File: config.mk
export PLATFORM = sky130hd
export DESIGN_NAME = alu_cmd_seq
export DESIGN_NICKNAME = d
export VERILOG_FILES = /design/src/rtl/alu_pkg.sv /design/src/rtl/alu_regfile.sv /design/src/rtl/alu_cmd_seq.sv
export SDC_FILE = /design/constraint.sdc
export NUM_CORES = 1
export LEC_CHECK = 0
export BUFFER_PORTS_ARGS = -buffer_cell sky130_fd_sc_hd__buf_2
export CAP_MARGIN = 20
export CORE_MARGIN = 8
export CORE_UTILIZATION = 55
export CTS_BUF_LIST = sky130_fd_sc_hd__clkbuf_16
export CTS_CLUSTER_DIAMETER = 50
export DETAILED_ROUTE_END_ITERATION = 8
export PLACE_DENSITY = 0.89
export SYNTH_ARGS = -nofsm -noshare
export SYNTH_HDL_FRONTEND = slang
export SYNTH_SLANG_ARGS = --single-unit
export TNS_END_PERCENT = 30
File: constraint.sdc
create_clock -name clk -period 2.2 [get_ports clk]
set_input_delay 0.44 -clock clk [delete_from_list [all_inputs] [get_ports clk]]
set_output_delay 0.44 -clock clk [all_outputs]
set_load 0.05 [all_outputs]
File: src/rtl/alu_pkg.sv
// alu_pkg: opcode and FSM state encodings shared by the command sequencer and the downstream ALU.
package alu_pkg;

    localparam logic [2:0] OP_ADD = 3'b000;
    localparam logic [2:0] OP_SUB = 3'b001;
    localparam logic [2:0] OP_SLL = 3'b010;
    localparam logic [2:0] OP_SRL = 3'b011;
    localparam logic [2:0] OP_AND = 3'b100;
    localparam logic [2:0] OP_OR  = 3'b101;
    localparam logic [2:0] OP_XOR = 3'b110;
    localparam logic [2:0] OP_EQ  = 3'b111;

    localparam logic [1:0] S_IDLE = 2'd0;
    localparam logic [1:0] S_EXEC = 2'd1;
    localparam logic [1:0] S_WB   = 2'd2;

    // Reference evaluation for the combinational ALU; shifts use the low 3 bits of b.
    function automatic logic [7:0] alu_eval(input logic [2:0] op, input logic [7:0] a, input logic [7:0] b);
        return op == OP_ADD ? a + b :
               op == OP_SUB ? a - b :
               op == OP_SLL ? a << b[2:0] :
               op == OP_SRL ? a >> b[2:0] :
               op == OP_AND ? a & b :
               op == OP_OR  ? a | b :
               op == OP_XOR ? a ^ b : {7'd0, a == b};
    endfunction

endpackage

File: src/rtl/alu_regfile.sv
// alu_regfile: 8-bit register file, one write port, two asynchronous read ports, async active-low clear.
module alu_regfile #(
    parameter int NREG = 4,
    localparam int AW = $clog2(NREG)
) (
    input  logic          clk,
    input  logic          rst_n,
    input  logic          we,
    input  logic [AW-1:0] wa,
    input  logic [7:0]    wd,
    input  logic [AW-1:0] ra,
    input  logic [AW-1:0] rb,
    output logic [7:0]    rda,
    output logic [7:0]    rdb
);

    logic [7:0] regs [NREG];

    always_ff @(posedge clk or negedge rst_n) begin
        if (!rst_n) begin
            for (int i = 0; i < NREG; i++) regs[i] <= '0;
        end else if (we) begin
            regs[wa] <= wd;
        end
    end

    assign rda = regs[ra];
    assign rdb = regs[rb];

endmodule

File: src/rtl/alu_cmd_seq.sv
// alu_cmd_seq: accepts load/ALU commands, feeds registered operands to an external ALU,
// and reports each register write-back through a valid/ready handshake.
module alu_cmd_seq
    import alu_pkg::*;
#(
    parameter int NREG = 4,
    localparam int AW = $clog2(NREG)
) (
    input  logic          clk,
    input  logic          rst_n,
    input  logic          cmd_valid,
    output logic          cmd_ready,
    input  logic          cmd_ld,
    input  logic [2:0]    cmd_op,
    input  logic [AW-1:0] cmd_rd,
    input  logic [AW-1:0] cmd_rs,
    input  logic [AW-1:0] cmd_rt,
    input  logic [7:0]    cmd_imm,
    output logic [7:0]    alu_a,
    output logic [7:0]    alu_b,
    output logic [2:0]    alu_op,
    input  logic [7:0]    alu_res,
    output logic          wb_valid,
    output logic [7:0]    wb_data,
    output logic [AW-1:0] wb_rd,
    input  logic          wb_ready
);

    logic [1:0]    state;
    logic [7:0]    rs_data;
    logic [7:0]    rt_data;
    logic          accept;
    logic          in_exec;
    logic          we;
    logic [AW-1:0] wa;
    logic [7:0]    wd;

    assign cmd_ready = rst_n && state == S_IDLE;
    assign wb_valid  = state == S_WB;
    assign accept    = cmd_valid && cmd_ready;
    assign in_exec   = state == S_EXEC;

    // Loads write on acceptance; ALU results write only at the end of EXEC,
    // so operands read at acceptance always see pre-write values.
    assign we = (accept && cmd_ld) || in_exec;
    assign wa = in_exec ? wb_rd : cmd_rd;
    assign wd = in_exec ? alu_res : cmd_imm;

    alu_regfile #(.NREG(NREG)) u_regfile (
        .clk  (clk),
        .rst_n(rst_n),
        .we   (we),
        .wa   (wa),
        .wd   (wd),
        .ra   (cmd_rs),
        .rb   (cmd_rt),
        .rda  (rs_data),
        .rdb  (rt_data)
    );

    // wb_rd doubles as the latched destination index from acceptance onward.
    always_ff @(posedge clk or negedge rst_n) begin
        if (!rst_n) begin
            state   <= S_IDLE;
            alu_a   <= '0;
            alu_b   <= '0;
            alu_op  <= '0;
            wb_data <= '0;
            wb_rd   <= '0;
        end else if (accept) begin
            wb_rd <= cmd_rd;
            if (cmd_ld) begin
                state   <= S_WB;
                wb_data <= cmd_imm;
            end else begin
                state  <= S_EXEC;
                alu_a  <= rs_data;
                alu_b  <= rt_data;
                alu_op <= cmd_op;
            end
        end else if (in_exec) begin
            state   <= S_WB;
            wb_data <= alu_res;
        end else if (state == S_WB && wb_ready) begin
            state <= S_IDLE;
        end
    end

endmodule

==> impl.org <==
** Final layout
- Relative to the synthesized area, the layout overhead comes to 22.47%.
- At the end of the flow, the number of nets in the layout was 290.
- In the final layout, the share of cells above drive strength 1 is 0.6377.
- FILL cells :: 378
- Number of diodes :: 0
- Final design area excluding fillers :: 3704 um^2

** Critical path
- Delay of the slowest critical-path stage :: 510 ps
- Critical path class :: flip-flop to flip-flop
- The critical path crosses 5 cells after its start point.
- Launch point of the critical path :: state[1]
- In this run the critical register-to-register path is launched from state[1].
- STA classifies the critical path endpoint as a flip-flop.
- For flop-to-flop paths, the worst setup slack is 100 ps.
- Critical path startpoint category :: flip-flop
- Kind of cell adding the most delay to the critical path :: multiplexers
- Counting stages on the worst path, the most repeated cell is sky130_fd_sc_hd__mux2_2.
- Along the worst path, the maximum fanout reaches 8.
- Last element of the critical path :: u_regfile.regs[21]
- At the worst endpoint, the required time is 2400 ps.
- Cell Chain, Critical Path :: nor2b_4, mux2_2, nor4_4, buf_4, mux2_2
- Crit path max-delay cell type :: sky130_fd_sc_hd__dfrtp_1
- The number of buffers and inverters on the critical path is 1.
- Terminus of the critical flop-to-flop path :: u_regfile.regs[21]
- Data arrival time of the worst path :: 2290 ps
- Worst reg2reg path depth :: 5

** CTS
- Buffers from clock root to sink, at most :: 2
- The clock reaches the later pin of the worst-skew pair after 320 ps.
- For this design, the sink count on the clock tree is 63.
- Number of buffers inserted to repair setup after CTS :: 0
- Clock-pin slew was measured on the worst setup and hold paths at 50 ps.
- The number of gates resized after CTS was 1.
- CTS H-tree depth :: 3
- TritonCTS clock tree :: done
- CTS hold repair buffers :: 0
- In this run, CTS created clock tree buffers numbering 9.
- In this run the clock root is driven by a sky130_fd_sc_hd__clkbuf_16.

** Power and ir drop
- Part of the power in registers :: 0.363
- For this design the ratio of total power to cell area is 1582 nW/um^2.
- Leakage :: 1.637 nW
- Overall power consumption after layout is estimated at 5.860 mW.
- Of the total power, the share spent switching nets is 0.4007.
- Pint :: 3.512 mW
- VDD sags by at most 937.5 uV.
- Combinational cell fraction of total power :: 0.413
- Power dissipated by switching net loads :: 2.348 mW
- Of the total power, the clock network draws 0.225.

** Route
- Drt total wl :: 6357 um
- Count of vias placed by the detailed router :: 1896
- Antenna-violating nets left :: 0
- Vias per std cell :: 5.626
- Routed WL per cell :: 18.86 um
- Total iterations of the first detailed-routing run :: 4
- For this run, design rule violations remaining after detail routing come to 0.
- Number of design-rule violations left by the first detailed-router iteration :: 71

** STA
- The number of hold violations in the final report came to 0.
- Smallest setup slack after layout :: 101.6 ps
- Remaining max-slew budget at the tightest pin :: 0.4914
- Setup violations remaining at the end of the flow were counted as 0.
- Clock period minus final worst setup slack :: 2098 ps
- Max-slew violations :: 0
- Setup repair after global routing left no endpoint under its margin.
- At the pin with the least slew margin, the transition time is 762.9 ps.
- Based on the critical path, the design can be clocked at up to 0.4765 GHz.
- Clock skew on the completed layout was measured at 5.612 ps.
- Share of the cycle needed by the critical path after routing :: 0.9538
- Final hold slack :: 314.1 ps

** Placement
- Buffers added on ports :: 60
- Placed cell area :: 3416 um^2
- GPL Wtd Cong :: 0.7504
- Post-Place Worst Slack :: -272.9 ps
- Once detailed placement completed, the half-perimeter wirelength came to 4486 um.

** Global route
- The number of global-route vias before repair was 2104.
- First-pass GRT wire length :: 10770 um
- After global routing the overflow that remains totals 0.
- The initial antenna violation count came to 0.
- For this run, the total global-route usage over all layers was measured as 0.1652.
- Entering global routing, the biggest net connects 64 pins.

** Yosys
- Of the total synthesized cell area, the portion taken by XOR and XNOR cells is 0.
- Dividing the synthesized area by the synthesized cell count gives 15.75 um^2.
- Arithmetic-cell share of the synthesized area counting full adders, half adders and majority gates :: 0
- Simple-gate area share of the yosys netlist :: 0.04592
- The commonest cells after synthesis are sky130_fd_sc_hd__dfrtp_1 (63), sky130_fd_sc_hd__mux2_2 (62), sky130_fd_sc_hd__mux4_2 (16).
- In the synthesized netlist the async set-or-reset flop fraction comes to 1.000.
- Count leader, synth :: sky130_fd_sc_hd__dfrtp_1
- When the netlist entered floorplanning its net count stood at 222.
- Most common flop cell mapped by yosys :: sky130_fd_sc_hd__dfrtp_1
- After synthesis, the cell types taking the most area are sky130_fd_sc_hd__dfrtp_1 (52%), sky130_fd_sc_hd__mux2_2 (23%), sky130_fd_sc_hd__mux4_2 (12%).
- The compound-cell area share of the yosys netlist came to 0.02151.
- Yosys mapped a number of flops with a built-in enable equal to 0.
- The portion of synthesized area spent on multiplexers is 0.3885.
- During synthesis, Yosys emitted a total of 0 warnings.
- Of all cell types, the one taking the most synthesized area is sky130_fd_sc_hd__dfrtp_1.
- Fraction of the yosys area taken by sequential cells :: 0.5213
- In this run, synthesis produced a sequential element count of 63.
- Syn Std Cell Area :: 3024 um^2
- Number of distinct library cell variants in the gate-level netlist after synthesis :: 24
- Largest family of logic cells by synthesized area :: multiplexers
- Number of standard cells after synthesis :: 192
- Of the post-synthesis cell area, the dominant cell type holds 0.5213.

** Floorplan
- Starting Density :: 0.5595
- IO Pins :: 61
- Core region area :: 5405 um^2
- After floorplanning, the core was divided into 27 placement rows.
- The floorplan step defined a die boundary enclosing 8127 um^2.
- Chip Height :: 90.15 um
- Die width :: 90.15 um

** Min path
- Path category of the worst min-delay check :: input pin to asynchronous set/reset pin

** Run
- Number of maximum-capacitance constraint violations :: 0

** Outcome
- Status :: complete, no violations
[power groups by stage]
stage	clock [mW]	combinational, mW	sequential [mW]
finish	1.32	2.42	2.12
global route	1.39	2.56	2.20
CTS	1.34	2.44	2.12
detailed placement	0	2.43	2.12
global placement	0	2.37	2.07
floorplan	0	1.03	2.91
[sequential cells by signal (all words and copies together) (netlist names)]
register        cells
u_regfile.regs     32
alu_a               8
alu_b               8
wb_data             8
alu_op              3
state               2
wb_rd               2
[cell families after synthesis]
kind of cell | Yosys count
DFF | 63
buffers and inverters | 11
AOI/OAI and AO/OA | 12
muxes | 88
and+or+nand+nor | 18
[final cells by class]
type                    instances  area [um^2]  share of cell area
flip-flops and latches         63         1577              0.4257
multi-input cells             118         1400              0.3780
repair buffers                 67        352.8             0.09527
clock buffers                   9        225.2             0.06081
well taps                      72        90.09             0.02432
clock inverters                 7        55.05             0.01486
inverters                       1        3.754            0.001014
[per-stage QoR]
step | setup TNS, ps | utilization | instances
2_1_floorplan | 0 | - | 192
3_3_place_gp | -2904 | 0.6319 | 321
3_5_place_dp | -4056 | 0.6319 | 321
4_1_cts | 0 | 0.6843 | 337
5_1_grt | 0 | 0.6852 | 337
6_report | 0 | 0.6852 | 337
[how the worst min path moves through the flow]
stage	startpoint	end	slack (ps)
global route	cmd_op[0]	alu_op[0]	350
CTS	rst_n	wb_rd[1]	350
floorplan	rst_n	alu_a[0]	140
detailed placement	alu_op[0]	alu_op[0]	490
finish	rst_n	wb_rd[1]	310
global placement	alu_op[0]	alu_op[0]	480
[cells in the final DEF, fill, tap and decap left out, types with 2 or more instances in the layout]
cell type                   Yosys  routed
sky130_fd_sc_hd__nor4_4         2       2
sky130_fd_sc_hd__nor2_1         9       8
sky130_fd_sc_hd__buf_2          3      60
sky130_fd_sc_hd__o21ai_0        2       2
sky130_fd_sc_hd__a21oi_1        8       8
sky130_fd_sc_hd__clkbuf_16      0       9
sky130_fd_sc_hd__buf_4          0       7
sky130_fd_sc_hd__inv_1          1       2
sky130_fd_sc_hd__mux4_2        16      16
sky130_fd_sc_hd__mux2i_1        8       8
sky130_fd_sc_hd__clkinv_2       0       2
sky130_fd_sc_hd__clkinv_1       0       3
sky130_fd_sc_hd__dfrtp_1       63      63
sky130_fd_sc_hd__mux2_2        62      62
sky130_fd_sc_hd__nand3_2        2       2
[routing by layer]
metal  global-route usage  up-vias  part of all wire
met5                    0        -                 0
met1               0.2122      968              0.45
li1                     -      858                 -
met2               0.2607       59              0.49
met3              0.03990       11             0.044
met4              0.07074        0             0.017
No activity file was read; power rests on OpenSTA's default activity.
